$ cat src/rtl/keypad_entry.sv
// keypad_entry: scans a 4x4 active-low matrix keypad, debounces one key at a
// time and shifts each accepted key code into an 8-nibble display number.
module keypad_entry #(
  parameter int SCAN_DIV       = 50000,  // cycles each row is driven (>= 4)
  parameter int DEBOUNCE_SCANS = 4       // stable full scans to accept (>= 1)
) (
  input  logic        clk,
  input  logic        rst,        // synchronous, active-low
  output logic [3:0]  row,        // active-low row drive
  input  logic [3:0]  col,        // active-low column sense, asynchronous
  input  logic        clear,      // zeroes number
  output logic [31:0] number,
  output logic        key_valid,
  output logic [3:0]  key_code
);

  localparam int DW = $clog2(SCAN_DIV);
  localparam int CW = $clog2(DEBOUNCE_SCANS + 1);
  localparam logic [DW-1:0] DWELL_LAST = DW'(SCAN_DIV - 1);
  localparam logic [CW-1:0] DEB_COUNT  = CW'(DEBOUNCE_SCANS);

  typedef enum logic {
    S_IDLE,
    S_PRESSED
  } state_e;

  // Physical key position (4*row + col) to hex code.
  function automatic logic [3:0] key_map(input logic [3:0] idx);
    logic [3:0] code;
    case (idx)
      4'd0:  code = 4'h1;  4'd1:  code = 4'h2;  4'd2:  code = 4'h3;  4'd3:  code = 4'hA;
      4'd4:  code = 4'h4;  4'd5:  code = 4'h5;  4'd6:  code = 4'h6;  4'd7:  code = 4'hB;
      4'd8:  code = 4'h7;  4'd9:  code = 4'h8;  4'd10: code = 4'h9;  4'd11: code = 4'hC;
      4'd12: code = 4'hE;  4'd13: code = 4'h0;  4'd14: code = 4'hF;  default: code = 4'hD;
    endcase
    return code;
  endfunction

  logic [3:0]    col_meta_q, col_sync_q;
  logic [DW-1:0] dwell_q;
  logic [1:0]    row_idx_q;
  logic [15:0]   snap_q;
  logic          scan_done_q;

  state_e        state_q, state_d;
  logic [3:0]    cand_q, cand_d;
  logic [CW-1:0] stab_q, stab_d;
  logic [CW-1:0] rel_q, rel_d;
  logic          accept;
  logic [3:0]    accept_code;

  logic [4:0]    hit_cnt;
  logic [3:0]    hit_idx;
  logic          is_none, is_single;

  logic [31:0]   number_q;
  logic          key_valid_q;
  logic [3:0]    key_code_q;

  // Two-flop synchronizer; cleared to the released (all-high) level.
  always_ff @(posedge clk) begin
    // NOTE: sequential state uses non-blocking assignments so every flop
    // samples the pre-edge values of the others, independent of block order.
    if (!rst) begin
      col_meta_q <= 4'hF;
      col_sync_q <= 4'hF;
    end else begin
      col_meta_q <= col;
      col_sync_q <= col_meta_q;
    end
  end

  // Row scanner: dwell per row, snapshot columns on the last dwell cycle,
  // flag the completed scan on the cycle after the row-3 sample.
  always_ff @(posedge clk) begin
    if (!rst) begin
      dwell_q     <= '0;
      row_idx_q   <= 2'd0;
      snap_q      <= '0;
      scan_done_q <= 1'b0;
    end else begin
      scan_done_q <= 1'b0;
      if (dwell_q == DWELL_LAST) begin
        dwell_q                       <= '0;
        snap_q[{row_idx_q, 2'b00} +: 4] <= ~col_sync_q;
        row_idx_q                     <= row_idx_q + 2'd1;
        scan_done_q                   <= (row_idx_q == 2'd3);
      end else begin
        dwell_q <= dwell_q + 1'b1;
      end
    end
  end

  assign row = ~(4'b0001 << row_idx_q);

  // Classify the snapshot: how many keys are down and where the last one is.
  always_comb begin
    // NOTE: every combinational output gets a default first so no path
    // leaves it unassigned, which would otherwise infer a latch.
    hit_cnt = '0;
    hit_idx = '0;
    for (int i = 0; i < 16; i++) begin
      if (snap_q[i]) begin
        hit_cnt = hit_cnt + 5'd1;
        hit_idx = 4'(i);
      end
    end
  end

  assign is_none   = (hit_cnt == 5'd0);
  assign is_single = (hit_cnt == 5'd1);

  // Debounce FSM state, candidate key and stability counters.
  always_ff @(posedge clk) begin
    if (!rst) begin
      state_q <= S_IDLE;
      cand_q  <= '0;
      stab_q  <= '0;
      rel_q   <= '0;
    end else begin
      state_q <= state_d;
      cand_q  <= cand_d;
      stab_q  <= stab_d;
      rel_q   <= rel_d;
    end
  end

  // Next-state logic; only a completed scan can move the debouncer.
  always_comb begin
    state_d = state_q;
    cand_d  = cand_q;
    stab_d  = stab_q;
    rel_d   = rel_q;
    accept  = 1'b0;
    if (scan_done_q) begin
      unique case (state_q)
        S_IDLE: begin
          if (is_single) begin
            if (hit_idx == cand_q) begin
              stab_d = stab_q + 1'b1;
            end else begin
              cand_d = hit_idx;
              stab_d = CW'(1);
            end
          end else begin
            stab_d = '0;
          end
          if (stab_d == DEB_COUNT) begin
            state_d = S_PRESSED;
            accept  = 1'b1;
            stab_d  = '0;
            rel_d   = '0;
          end
        end
        S_PRESSED: begin
          rel_d = is_none ? rel_q + 1'b1 : '0;
          if (rel_d == DEB_COUNT) begin
            state_d = S_IDLE;
            stab_d  = '0;
            rel_d   = '0;
          end
        end
        default: state_d = S_IDLE;
      endcase
    end
  end

  assign accept_code = key_map(cand_d);

  // Outputs: pulse, held code, and the shifting number with clear priority.
  always_ff @(posedge clk) begin
    if (!rst) begin
      number_q    <= '0;
      key_valid_q <= 1'b0;
      key_code_q  <= '0;
    end else begin
      key_valid_q <= accept;
      if (accept) key_code_q <= accept_code;
      if (clear) begin
        number_q <= '0;
      end else if (accept) begin
        number_q <= {number_q[27:0], accept_code};
      end
    end
  end

  assign number    = number_q;
  assign key_valid = key_valid_q;
  assign key_code  = key_code_q;

endmodule

$ cat config.mk
export PLATFORM = sky130hd
export DESIGN_NAME = keypad_entry
export DESIGN_NICKNAME = d
export VERILOG_FILES = /design/src/rtl/keypad_entry.sv
export SDC_FILE = /design/constraint.sdc
export NUM_CORES = 1
export LEC_CHECK = 0
export ABC_CLOCK_PERIOD_IN_PS = 13700
export BUFFER_PORTS_ARGS = -buffer_cell sky130_fd_sc_hd__buf_4
export CAP_MARGIN = 20
export CELL_PAD_IN_SITES_DETAIL_PLACEMENT = 2
export CELL_PAD_IN_SITES_GLOBAL_PLACEMENT = 2
export CORE_ASPECT_RATIO = 1.2
export CORE_MARGIN = 10
export CORE_UTILIZATION = 36
export DETAILED_ROUTE_END_ITERATION = 10
export PLACE_DENSITY_LB_ADDON = 0.12
export SLEW_MARGIN = 0
export SYNTH_ARGS = -nofsm -noshare
export SYNTH_HDL_FRONTEND = slang
export SYNTH_SLANG_ARGS = --single-unit
$ cat constraint.sdc
create_clock -name clk -period 13.7 [get_ports clk]
set_input_delay 1.37 -clock clk [delete_from_list [all_inputs] [get_ports clk]]
set_output_delay 1.37 -clock clk [all_outputs]
set_load 0.05 [all_outputs]
# After elaboration in Yosys (flattened, before gate mapping)
# Memories as Yosys holds them, arrays and structs flattened.
# Cells that the tools add are included.
# op_classes
add_sub_neg,20
eq_ne,8
n_shift,3
mux,52
bitwise_logic,4
n_reduce_logical,6
# ops
op,n
"5-bit by 1-bit adder with 5-bit output, second input constant",15
5-bit 2-to-1 mux,15
4-bit 2-to-1 mux,18
3-bit 2-to-1 mux,9
"16-bit by 1-bit adder with 16-bit output, second input constant",1
16-bit bitwise mux,1
"16-bit == test, second input constant",1
"4-bit by 6-bit variable shift with 16-bit output, first input constant",1
4-bit by 6-bit indexed part select with 16-bit output,1
3-bit case mux with 2 select lines,2
4-bit inverter,2
"3-bit by 1-bit adder with 3-bit output, second input constant",2
"3-bit == test, second input constant",2
1-bit 2-to-1 mux,6
4-bit negation with 6-bit output,1
2-bit AND reduction,3
"5-bit by 1-bit == test with 1-bit output, second input constant",1
5-bit zero test,1
4-bit == test,1
2-bit OR reduction,2
"1-bit by 2-bit left shift with 4-bit output, first input constant",1
"2-bit by 1-bit adder with 2-bit output, second input constant",1
"2-bit == test, second input constant",1
"2-bit by 1-bit inequality test with 1-bit output, second input constant",1
3 further kinds,4
# totals
ff_bits,91
rom_bits,64
in_bits,7
out_inout_bits,41
n_memories,1
# memory_table
name,depth,word_bits,read_ports,rd_ports_with_merged_regs,wr,line_no,rtl
(name not given),16,4,1,0,0,30,case (idx)

# Longest topological paths before layout
# Gate-level depths: netlist of run 1.
# logic_depth
depth_word,39
mapped_depth,55

# Worst setup path after synthesis of run 1
# OpenSTA, ideal clock, no wires.
# synth_timing
path_type,register to register
from,reg snap_q[1]
to,reg key_code_q[1] (netlist: key_code[1])
arrival_time_ps,9839
setup_slack_ps,3787
path_stages_with_launch,53
period_less_slack_ps,9913
path_cell_list,dfxtp_1 > inv_1 > ha_1 > xor2_1 > ha_1 > nor2b_1 > a31oi_1 > ha_1 > nand2_1 > o21ai_0 > ha_1 > nand2_1 > o21ai_0 > nor2_1 > inv_1 > ha_1 > nand2_1 > o21ai_0 > (+17 left out) > mux2_2 > ha_1 > mux2_2 > ha_1 > mux2_2 > ha_1 > xnor2_1 > nand3b_1 > mux2_2 > nor2_1 > nand2_1 > buf_2 > o21bai_1 > ha_1 > nor2b_1 > o21ai_0 > or3b_1 > a31oi_1
# synth_between
elab_chain_cells,37
elab_cells_between_ends,59
cone_classes,14 x add/sub; 3 x eq/ne; 41 x mux; 1 x memory
# synth_lines
element,line_no,rtl
from (decl),42,logic [15:0] snap_q;
"from (signal, indexed assignment)",85,"snap_q[{row_idx_q, 2'b00} +: 4] <= ~col_sync_q;"
5-bit 2-to-1 mux,103,if (snap_q[i]) begin
5-bit by 1-bit adder with 5-bit output,104,hit_cnt = hit_cnt + 5'd1;
5-bit 2-to-1 mux,103,
5-bit by 1-bit adder with 5-bit output,104,
5-bit 2-to-1 mux,103,
5-bit by 1-bit adder with 5-bit output,104,
5-bit 2-to-1 mux,103,
5-bit by 1-bit adder with 5-bit output,104,
(+21 left out),-,
5-bit by 1-bit == test with 1-bit output,111,assign is_single = (hit_cnt == 5'd1);
3-bit 2-to-1 mux,138,if (is_single) begin
3-bit 2-to-1 mux,136,unique case (state_q)
3-bit 2-to-1 mux,135,if (scan_done_q) begin
3-bit == test,148,if (stab_d == DEB_COUNT) begin
1-bit 2-to-1 mux,148,
1-bit 2-to-1 mux,136,
1-bit 2-to-1 mux,135,
to (signal assigned),178,if (accept) key_code_q <= accept_code;
to (decl),58,logic [3:0] key_code_q;
# Several ways; a longest one is shown, not always the timed one. The select of a mux whose other input is x is not followed.
# A chain may end at the register's enable or synchronous reset.

# Worst setup path after layout of run 1
# layout_timing
from,reg snap_q[0]
to,reg key_code_q[1] (netlist: key_code[1])
# layout_between
elab_chain_cells,39
elab_cells_between_ends,43
cone_classes,15 x add/sub; 2 x eq/ne; 25 x mux; 1 x memory
# layout_lines
element,line_no
1-bit 2-to-1 mux *,103
5-bit by 1-bit adder with 5-bit output,104
5-bit 2-to-1 mux *,103
5-bit by 1-bit adder with 5-bit output,104
5-bit 2-to-1 mux *,103
5-bit by 1-bit adder with 5-bit output,104
5-bit 2-to-1 mux *,103
5-bit by 1-bit adder with 5-bit output,104
(+23 left out),-
5-bit by 1-bit == test with 1-bit output *,111
3-bit 2-to-1 mux,138
3-bit 2-to-1 mux,136
3-bit 2-to-1 mux,135
3-bit == test,148
1-bit 2-to-1 mux,148
1-bit 2-to-1 mux,136
1-bit 2-to-1 mux,135
# Every way passes the cells marked *; elsewhere a longest branch is shown, timed or not. The select of a mux whose other input is x is not followed.

==> run_results.csv, run 1 <==
group,metric,value,unit
finish,nNetsFinal,745,
synthesis,synth_area_leaders,"dfxtp_1 (32%), ha_1 (6.5%), nand2_1 (6.4%)",
grt,grt_pass1_vias,5432,
synthesis,async_flop_share,0,%
finish,area_growth,14.56,%
sta,hold_viol_final,0,
synthesis,synth_most_common_cell,"nand2_1",
worst_setup_path,cp_slowest_cell,"o21bai_1",
job,maxCapViolations,0,
sta,finalSetupTns,0,ns
die,start_util,37.05,%
die,die_h,156.8,um
detailed_routing,drt_first_iter_violations,192,
die,die_w,134.0,um
placed_design,dp_hpwl,12.17,mm
synthesis,seq_area_frac_synth,32.47,%
clocking,cts_resized,0,
synthesis,synth_top_cells_by_count,"nand2_1 (96), dfxtp_1 (91), a21oi_1 (65)",
clocking,cts_post_setup_buffers_inserted,0,
detailed_routing,drt_wl_total,15.81,mm
detailed_routing,wl_per_cell,17.26,um
clocking,clk_latency,0.34,ns
synthesis,synthFlopType,"dfxtp_1",
synthesis,ys_ff_latch,91,
synthesis,synth_edf_count,0,
clocking,htree_levels,3,
worst_setup_path,crit_path_start_kind,"flip-flop",
sta,worst_clock_skew,0.005640,ns
worst_setup_path,crit_top_cell,"ha_1",
finish,drive_gt1_share,12.08,%
grt,grt_use_total,15.32,%
detailed_routing,via_per_inst,5.279,
die,die-area,21000,um^2
die,io_pins,48,
clocking,clock_sinks,91,
sta,slew_headroom,43.73,%
grt,gr-total-overflow,0,
sta,min_period_over_period,83.87,%
placed_design,place.gp.congestion,0.7604,
worst_setup_path,max_stage_delay,0.59,ns
synthesis,postSynthCellCount,680,
sta,fmax,87.04,MHz
detailed_routing,num_vias,4836,
sta,setup_viol,0,
power,power_leakage,2.495,nW
die,coreArea,15140,um^2
worst_setup_path,arrival,11.75,ns
synthesis,netlist_area,5610,um^2
clocking,cts_tree,"done",
detailed_routing,ant_nets,0,
clocking,cts_root_buf,"clkbuf_16",
worst_setup_path,end_kind,"flip-flop",
placed_design,io_buffer_count,47,
grt,grt_max_degree,47,
worst_setup_path,worstSetupPathType,"reg -> reg",
die,num_rows,49,
worst_setup_path,crit_family,"adder cells",
sta,final.min_clock_period,11.49,ns
power,power.total,0.5398,mW
finish,final-instance-count-excl-fill,916,
synthesis,ys_types,69,
placed_design,placed_cells,902,
synthesis,yosys.area.top_type_share,32.47,%
clocking,ctsLongestPathBuffers,2,
worst_setup_path,crit_fanout,14,
finish,antenna_cells,0,
synthesis,synth_nets,716,
sta,maxSlewViolCount,0,
sta,worstMarginPinSlew,0.8369,ns
clocking,numCtsBuffers,9,
power,vdd_drop_max,0.05995,mV
power,powerDensity,83.98,nW/um^2
clocking,cts.reportedPaths.clkPinSlew,0.06,ns
detailed_routing,drc,0,
synthesis,synth_top_cell_by_area,"dfxtp_1",
grt,antenna_found_initial,0,
worst_setup_path,required,13.97,ns
worst_setup_path,worst-path-buf-inv,3,
detailed_routing,first_pass_iters,4,
synthesis,syn-mean-instance-area,8.251,um^2
sta,grt_setup_unrepaired,"no",
synthesis,yosysWarningCount,0,
clocking,hold_buffers,0,
min_path,hold_path.class,"reg -> reg",
grt,grt_pass1_wl,26.85,mm
outcome,status,"finished clean",
[cell usage in the layout (no fill, tap or decap), types with 23 or more instances in the layout]
master	synthesis	layout
ha_1	29	29
nor2_1	42	41
nor2b_1	32	32
buf_4	0	49
nand2_1	96	96
xnor2_1	30	30
inv_1	28	28
dfxtp_1	91	91
a21oi_1	65	65
nor3_1	23	23
[path summary, 6_finish.rpt]
| kind | start | endpoint | slack, ns | depth (start not counted) |
|---|---|---|---|---|
| setup reg to reg | snap_q[0] | key_code[1] | 2.21 | 51 |
| hold reg to reg | col_meta_q[3] | col_sync_q[3] | 0.42 | 1 |
| setup / recovery | snap_q[0] | key_code[1] | 2.21 | 51 |
| hold / removal | col_meta_q[3] | col_sync_q[3] | 0.42 | 1 |
[stage by stage]
stage / instance area (um^2) / utilization (%) / hold slack (ns) / setup slack, ns
final: 6427 / 42.44 / 0.4182 / 2.210
after detailed placement: 6122 / 40.43 / 0.4014 / 2.253
after CTS: 6427 / 42.44 / 0.4190 / 2.153
after floorplan: 5610 / - / 0.3863 / 3.787
after global placement: 6095 / 40.25 / 0.3938 / 3.098
after global routing: 6427 / 42.44 / 0.4528 / 1.208
[kinds of logic after synthesis]
family	count (synthesis)	synth area share, %
XOR/XNOR	65	13.94
AND/OR/NAND/NOR	277	24.49
AO/OA/AOI/OAI	143	15.54
multiplexers	14	2.632
buffers and inverters	61	4.460
flip-flops	91	32.47
adder cells (fa/ha/maj)	29	6.467
[metal layers]
layer  part of all wire, %  global-route usage, %  routed length (um)  vias up
met2                    52                  28.78                8264       47
met1                    42                  16.46                6637     2380
met4                   1.3                  4.255                 206        0
met3                   4.4                  4.036                 703       14
li1                      -                      -                   -     2395
met5                     0                      0                   0        -
[area by class of cell]
cell class / instances / area [um^2]
Fill cell: 1763 / 8716
Multi-Input combinational cell: 528 / 3541
Sequential cell: 91 / 1822
Timing Repair Buffer: 50 / 395.4
Tap cell: 204 / 255.2
Clock buffer: 10 / 229.0
Inverter: 29 / 108.9
Clock inverter: 4 / 76.32
[state kept, by name, summed over array words and instances (netlist names)]
| register | flops |
|---|---|
| number | 32 |
| key_valid | 1 |
| snap_q | 16 |
| col_meta_q | 4 |
| row_idx_q | 2 |
| key_code | 4 |
| dwell_q | 16 |
| rel_q | 3 |
| scan_done_q | 1 |
| state_q | 1 |
| stab_q | 3 |
| col_sync_q | 4 |
| cand_q | 4 |
[power breakdown]
part / internal [mW] / switching [mW] / total [mW]
clock network: 0.159 / 0.104 / 0.262
logic: 0.00435 / 0.00543 / 0.00978
registers: 0.266 / 0.00141 / 0.268
No activity file was read; power rests on OpenSTA's default activity.
==> run 2, diff against run 1 <==
- ABC_CLOCK_PERIOD_IN_PS: 13700 -> 11720
- clock period: 13.7 -> 11.72 ns (I/O delays scaled with it)
==> run 2 against run 1 <==
Utilization is 0.43 points higher. Sequential power is 17% higher. Sequential share of layout area is 0.28 points lower. Clock-buffer cell count stayed put. Largest cell class unchanged. Largest power group unchanged.
==> run_results.csv, run 2 (same netlist as run 1, synthesis figures left out) <==
group,metric,value,unit
outcome,status,"finished clean",
detailed_routing,num_vias,4868,
die,die_h,156.8,um
power,swShare,20.23,%
clocking,numCtsBuffers,9,
detailed_routing,drc,0,
grt,antenna_found_initial,0,
worst_setup_path,cp_slowest_cell,"or3b_1",
worst_setup_path,arrival,11.15,ns
placed_design,placed_cells,902,
detailed_routing,ant_nets,0,
min_path,hold_path.class,"reg -> reg",
worst_setup_path,crit_top_cell,"ha_1",
power,p_comb_share,1.8,%
detailed_routing,drt_first_iter_violations,179,
power,internal-power,0.5018,mW
grt,grt_use_total,15.48,%
finish,final_cell_mix,"nand2_1 (95), dfxtp_1 (91), a21oi_1 (64)",
detailed_routing,first_pass_iters,6,
finish,largest_reg_flops,32,
power,powerDensity,96.89,nW/um^2
die,io_pins,48,
clocking,clock_sinks,91,
die,num_rows,49,
grt,gr-total-overflow,0,
worst_setup_path,end_kind,"flip-flop",
clocking,cts_root_buf,"clkbuf_16",
sta,final.min_clock_period,10.90,ns
finish,drive_gt1_share,13.27,%
sta,worstMarginPinSlew,0.9969,ns
sta,fmax,91.77,MHz
worst_setup_path,max_stage_delay,0.40,ns
worst_setup_path,crit_path_start_kind,"flip-flop",
job,maxCapViolations,0,
placed_design,io_buffer_count,47,
sta,grt_setup_unrepaired,"no",
power,p_sw,0.1273,mW
power,p_seq_share,49.7,%
sta,finalSetupTns,0,ns
sta,setup_viol,0,
grt,grt_pass1_wl,26.91,mm
clocking,ctsLongestPathBuffers,2,
finish,area_growth,15.72,%
sta,min_period_over_period,92.98,%
power,power.total,0.6290,mW
detailed_routing,via_per_inst,5.291,
die,coreArea,15140,um^2
clocking,cts.reportedPaths.clkPinSlew,0.06,ns
clocking,htree_levels,3,
clocking,hold_buffers,0,
placed_design,dp_hpwl,12.22,mm
finish,final-instance-count-excl-fill,920,
clocking,clk_latency,0.34,ns
finish,nNetsFinal,749,
sta,worst_clock_skew,0.005512,ns
power,clkPwrFrac,48.4,%
placed_design,place.gp.congestion,0.7604,
die,start_util,37.05,%
sta,hold_viol_final,0,
finish,antenna_cells,0,
sta,maxSlewViolCount,0,
sta,slew_headroom,32.97,%
finish,design_area,6492,um^2
detailed_routing,wl_per_cell,17.61,um
grt,grt_max_degree,47,
detailed_routing,drt_wl_total,16.20,mm
power,power_leakage,2.519,nW
die,die_w,134.0,um
worst_setup_path,worstSetupPathType,"reg -> reg",
worst_setup_path,crit_fanout,7,
die,die-area,21000,um^2
power,vdd_drop_max,0.06890,mV
worst_setup_path,required,11.98,ns
clocking,cts_tree,"done",
placed_design,place_area,6122,um^2
grt,grt_pass1_vias,5422,
finish,final_common_cell,"nand2_1",
## run 2: final cells by class
class / count / area, um^2
clock buffers: 10 / 229.0
flip-flops and latches: 91 / 1822
fillers: 1767 / 8651
well taps: 204 / 255.2
clock inverters: 4 / 76.32
inverters: 29 / 108.9
multi-input cells: 528 / 3576
repair buffers: 54 / 425.4
## run 2: metrics by stage
| stage | worst slack [ns] | util (%) | hold WS (ns) |
|---|---|---|---|
| after floorplan | 1.807 | - | 0.3863 |
| after global placement | 1.118 | 40.25 | 0.3938 |
| after detailed placement | 0.3067 | 40.43 | 0.4035 |
| after CTS | 0.1595 | 42.44 | 0.4211 |
| after global routing | 0.02212 | 42.87 | 0.4452 |
| final | 0.8227 | 42.87 | 0.4124 |
## run 2: worst max-delay path, delay by kind of cell (launching register included)
family	cells	cell delay [ns]
buf+inv	3	0.22
fa+ha+maj	15	4.47
compound gates	13	2.28
simple gates	14	1.94
flops	1	0.36
mux	4	1.18
xor+xnor	2	0.35
## run 2: power groups by stage
stage               logic (mW)  registers, mW  clock network [mW]
global placement        0.0102          0.320                   0
floorplan              0.00719          0.319                   0
global route            0.0130          0.313               0.328
CTS                     0.0119          0.313               0.314
finish                  0.0115          0.313               0.305
detailed placement      0.0117          0.320                   0
## run 2: final timing paths
| path | endpoint | slack (ns) | start | depth (start not counted) |
|---|---|---|---|---|
| max | number[1] | 0.82 | snap_q[0] | 51 |
| min | col_sync_q[0] | 0.41 | col_meta_q[0] | 1 |
| max reg2reg | number[1] | 0.82 | snap_q[0] | 51 |
| min reg2reg | col_sync_q[0] | 0.41 | col_meta_q[0] | 1 |
## run 2: routing by layer
metal	share of wire, %	GRT usage (%)	up-vias
li1	-	-	2404
met1	41	16.21	2407
met2	54	29.94	47
met3	4.5	4.356	10
met4	0.83	3.114	0
met5	0	0	-
## run 2: repair_timing
action,4_1_cts,5_1_grt
gates resized for setup,0,8
setup buffers,0,4
endpoints found under the hold margin,0,0
endpoints found under the setup margin,0,6
==> run 3, diff against run 2 <==
- ABC_AREA: not set -> 1
- ABC_CLOCK_PERIOD_IN_PS: 11720 -> 9700
- CORE_UTILIZATION: 36 -> 30
- clock period: 11.72 -> 9.7 ns (I/O delays scaled with it)
==> run 3 against run 2 <==
Register-to-register slack about the same. Via count increased by 14%. First-iteration DRC count decreased by 27%. Combinational power is 21% higher. Non-clock buffer count up 1. Clock-buffer cell count decreased by 1. Die area is 18% higher.
==> run_results.csv, run 3 <==
group,metric,value,unit
synthesis,synth_top_cell_by_area,"dfxtp_1",
power,powerDensity,112.8,nW/um^2
sta,setup_viol,0,
synthesis,seq_area_frac_synth,32.08,%
synthesis,synth_top_family_by_area,"simple AND/OR/NAND/NOR gates",
power,power_leakage,3.297,nW
die,num_rows,55,
sta,min_period_over_period,91.53,%
sta,final.min_clock_period,8.878,ns
outcome,status,"finished clean",
worst_setup_path,end_kind,"flip-flop",
detailed_routing,drt_wl_total,16.95,mm
synthesis,ys_ff_latch,91,
worst_setup_path,r2r-start,"snap_q[0]",
sta,fin_hold_ws,0.4186,ns
min_path,worstHoldEndpoint,"col_sync_q[3]",
worst_setup_path,crit_family,"adder cells",
finish,final_cell_mix,"nand2_1 (187), inv_1 (126), dfxtp_1 (91)",
synthesis,synthAdderAreaFrac,6.390,%
clocking,cts.reportedPaths.clkPinSlew,0.07,ns
synthesis,postSynthCellCount,851,
placed_design,placed_cells,1137,
sta,hold_viol_final,0,
clocking,clock_sinks,91,
synthesis,synth_top_cells_by_count,"nand2_1 (190), inv_1 (128), dfxtp_1 (91)",
clocking,numCtsBuffers,9,
clocking,cts_tree,"done",
finish,area_growth,17.41,%
detailed_routing,ant_nets,0,
sta,maxSlewViolCount,0,
grt,grt_pass1_vias,6203,
synthesis,synth_simple_gate_area_share,36.29,%
synthesis,yosysWarningCount,0,
detailed_routing,first_pass_iters,4,
worst_setup_path,crit_top_cell,"nand2_1",
worst_setup_path,r2r_cells,54,
clocking,htree_levels,3,
synthesis,netlist_area,5678,um^2
min_path,hold_path.class,"reg -> reg",
detailed_routing,drc,0,
power,swShare,22.46,%
worst_setup_path,worstSetupPathType,"reg -> reg",
detailed_routing,num_vias,5561,
grt,antenna_found_initial,0,
clocking,clk_latency,0.34,ns
die,die_h,170.7,um
finish,drive_gt1_share,18.38,%
power,p_comb_share,1.8,%
worst_setup_path,reg2reg_to,"number[2]",
die,die-area,24850,um^2
detailed_routing,via_per_inst,4.798,
die,coreArea,18720,um^2
finish,antenna_cells,0,
worst_setup_path,crit_path_start_kind,"flip-flop",
finish,final-instance-count-excl-fill,1159,
worst_setup_path,max_stage_delay,0.36,ns
synthesis,synth_area_leaders,"dfxtp_1 (32%), nand2_1 (13%), inv_1 (8.5%)",
grt,grt_pass1_wl,29.65,mm
die,die_w,145.6,um
synthesis,yosys.area.top_type_share,32.08,%
sta,fmax,112.6,MHz
synthesis,syn-mean-instance-area,6.672,um^2
power,clkPwrFrac,47.8,%
grt,gr-total-overflow,0,
synthesis,synth_nets,887,
placed_design,dp_hpwl,13.41,mm
synthesis,synthFlopType,"dfxtp_1",
power,p_sw,0.1688,mW
grt,grt_max_degree,41,
finish,fillers,2271,
synthesis,synth_most_common_cell,"nand2_1",
synthesis,synth-xor-area-share,1.388,%
placed_design,place.gp.congestion,0.7761,
power,vdd_drop_max,0.08396,mV
power,p_seq_share,50.3,%
finish,nNetsFinal,934,
job,maxCapViolations,0,
die,start_util,30.33,%
clocking,hold_buffers,0,
min_path,hold_start,"col_meta_q[3]",
worst_setup_path,required,9.98,ns
clocking,cts_root_buf,"clkbuf_16",
worst_setup_path,cp_slowest_cell,"nand3_2",
placed_design,io_buffer_count,47,
synthesis,synth_edf_count,0,
sta,worstMarginPinSlew,0.9183,ns
worst_setup_path,crit_fanout,13,
grt,grt_use_total,13.91,%
worst_setup_path,arrival,9.15,ns
detailed_routing,drt_first_iter_violations,131,
finish,final_util,35.62,%
worst_setup_path,worst-path-buf-inv,5,
synthesis,synth_compound_area_share,13.05,%
min_path,hold_depth,1,
synthesis,async_flop_share,0,%
finish,largest_reg_flops,32,
power,internal-power,0.5829,mW
sta,worst_clock_skew,0.008672,ns
synthesis,ys_types,40,
finish,final_common_cell,"nand2_1",
detailed_routing,wl_per_cell,14.62,um
synthesis,synth_mux_area_share,0,%
clocking,ctsLongestPathBuffers,2,
worst_setup_path,r2r_setup_slack,0.82,ns
die,io_pins,48,
sta,slew_headroom,38.21,%
worst_setup_path,critPathLaunch,"snap_q[0]",
==> run 3: power groups by stage <==
stage | clock network [mW] | registers (mW) | logic (mW)
after floorplan | 0 | 0.386 | 0.00868
after global placement | 0 | 0.387 | 0.0134
after detailed placement | 0 | 0.387 | 0.0144
after CTS | 0.370 | 0.378 | 0.0146
after global routing | 0.389 | 0.379 | 0.0160
final | 0.360 | 0.378 | 0.0139
==> run 3: cell families after synthesis <==
group | Yosys count
simple gates | 434
buf+inv | 157
compound gates | 131
flops | 91
fa+ha+maj | 29
xor+xnor | 9
==> run 3: area by class of cell <==
class	instances	area [um^2]	area share (%)
timing repair buffer	55	412.9	6.194
clock inverter	7	77.57	1.164
multi-input combinational	603	3277	49.16
clock buffer	9	225.2	3.378
sequential	91	1822	27.33
tap	256	320.3	4.805
inverter	138	531.8	7.977
==> run 3: worst register-to-register path: cells and delay by family, from the launching register on <==
family,cells,cell delay [ns]
simple gates,31,3.62
fa+ha+maj,14,3.84
flops,1,0.35
buf+inv,5,0.43
compound gates,4,0.59
==> run 3: how the worst max path moves through the flow <==
| stage | end | slack, ns | cells past startpoint |
|---|---|---|---|
| 2_1_floorplan | key_code[1] | 1.48 | 62 |
| 5_1_grt | key_code[1] | -0.001 | 63 |
| 6_report | number[2] | 0.82 | 54 |
| 4_1_cts | key_code[0] | 0.14 | 56 |
| 3_5_place_dp | number[24] | 0.18 | 56 |
| 3_3_place_gp | key_code[1] | 0.80 | 56 |
==> run 3: per-stage QoR <==
step           worst slack (ns)  area (um^2)  power, mW  setup TNS [ns]
6_report                 0.8219         6666     0.7518               0
4_1_cts                  0.1440         6575     0.7630               0
3_3_place_gp             0.8037         6272     0.4002               0
5_1_grt               -0.001204         6666     0.7838       -0.001204
2_1_floorplan             1.482         5678     0.3951               0
3_5_place_dp             0.1842         6272     0.4014               0
==> run 3: layer usage <==
layer	vias up	wire, um	part of all wire (%)	GRT usage (%)
li1	2833	-	-	-
met3	13	427	2.5	2.325
met4	0	197	1.2	3.477
met2	50	8570	51	25.70
met1	2665	7749	46	16.32
met5	-	0	0	0
==> run 3: timing repair <==
action,in CTS,in global routing
gates resized for setup,0,14
setup endpoints to repair,0,37
buffers inserted,0,6
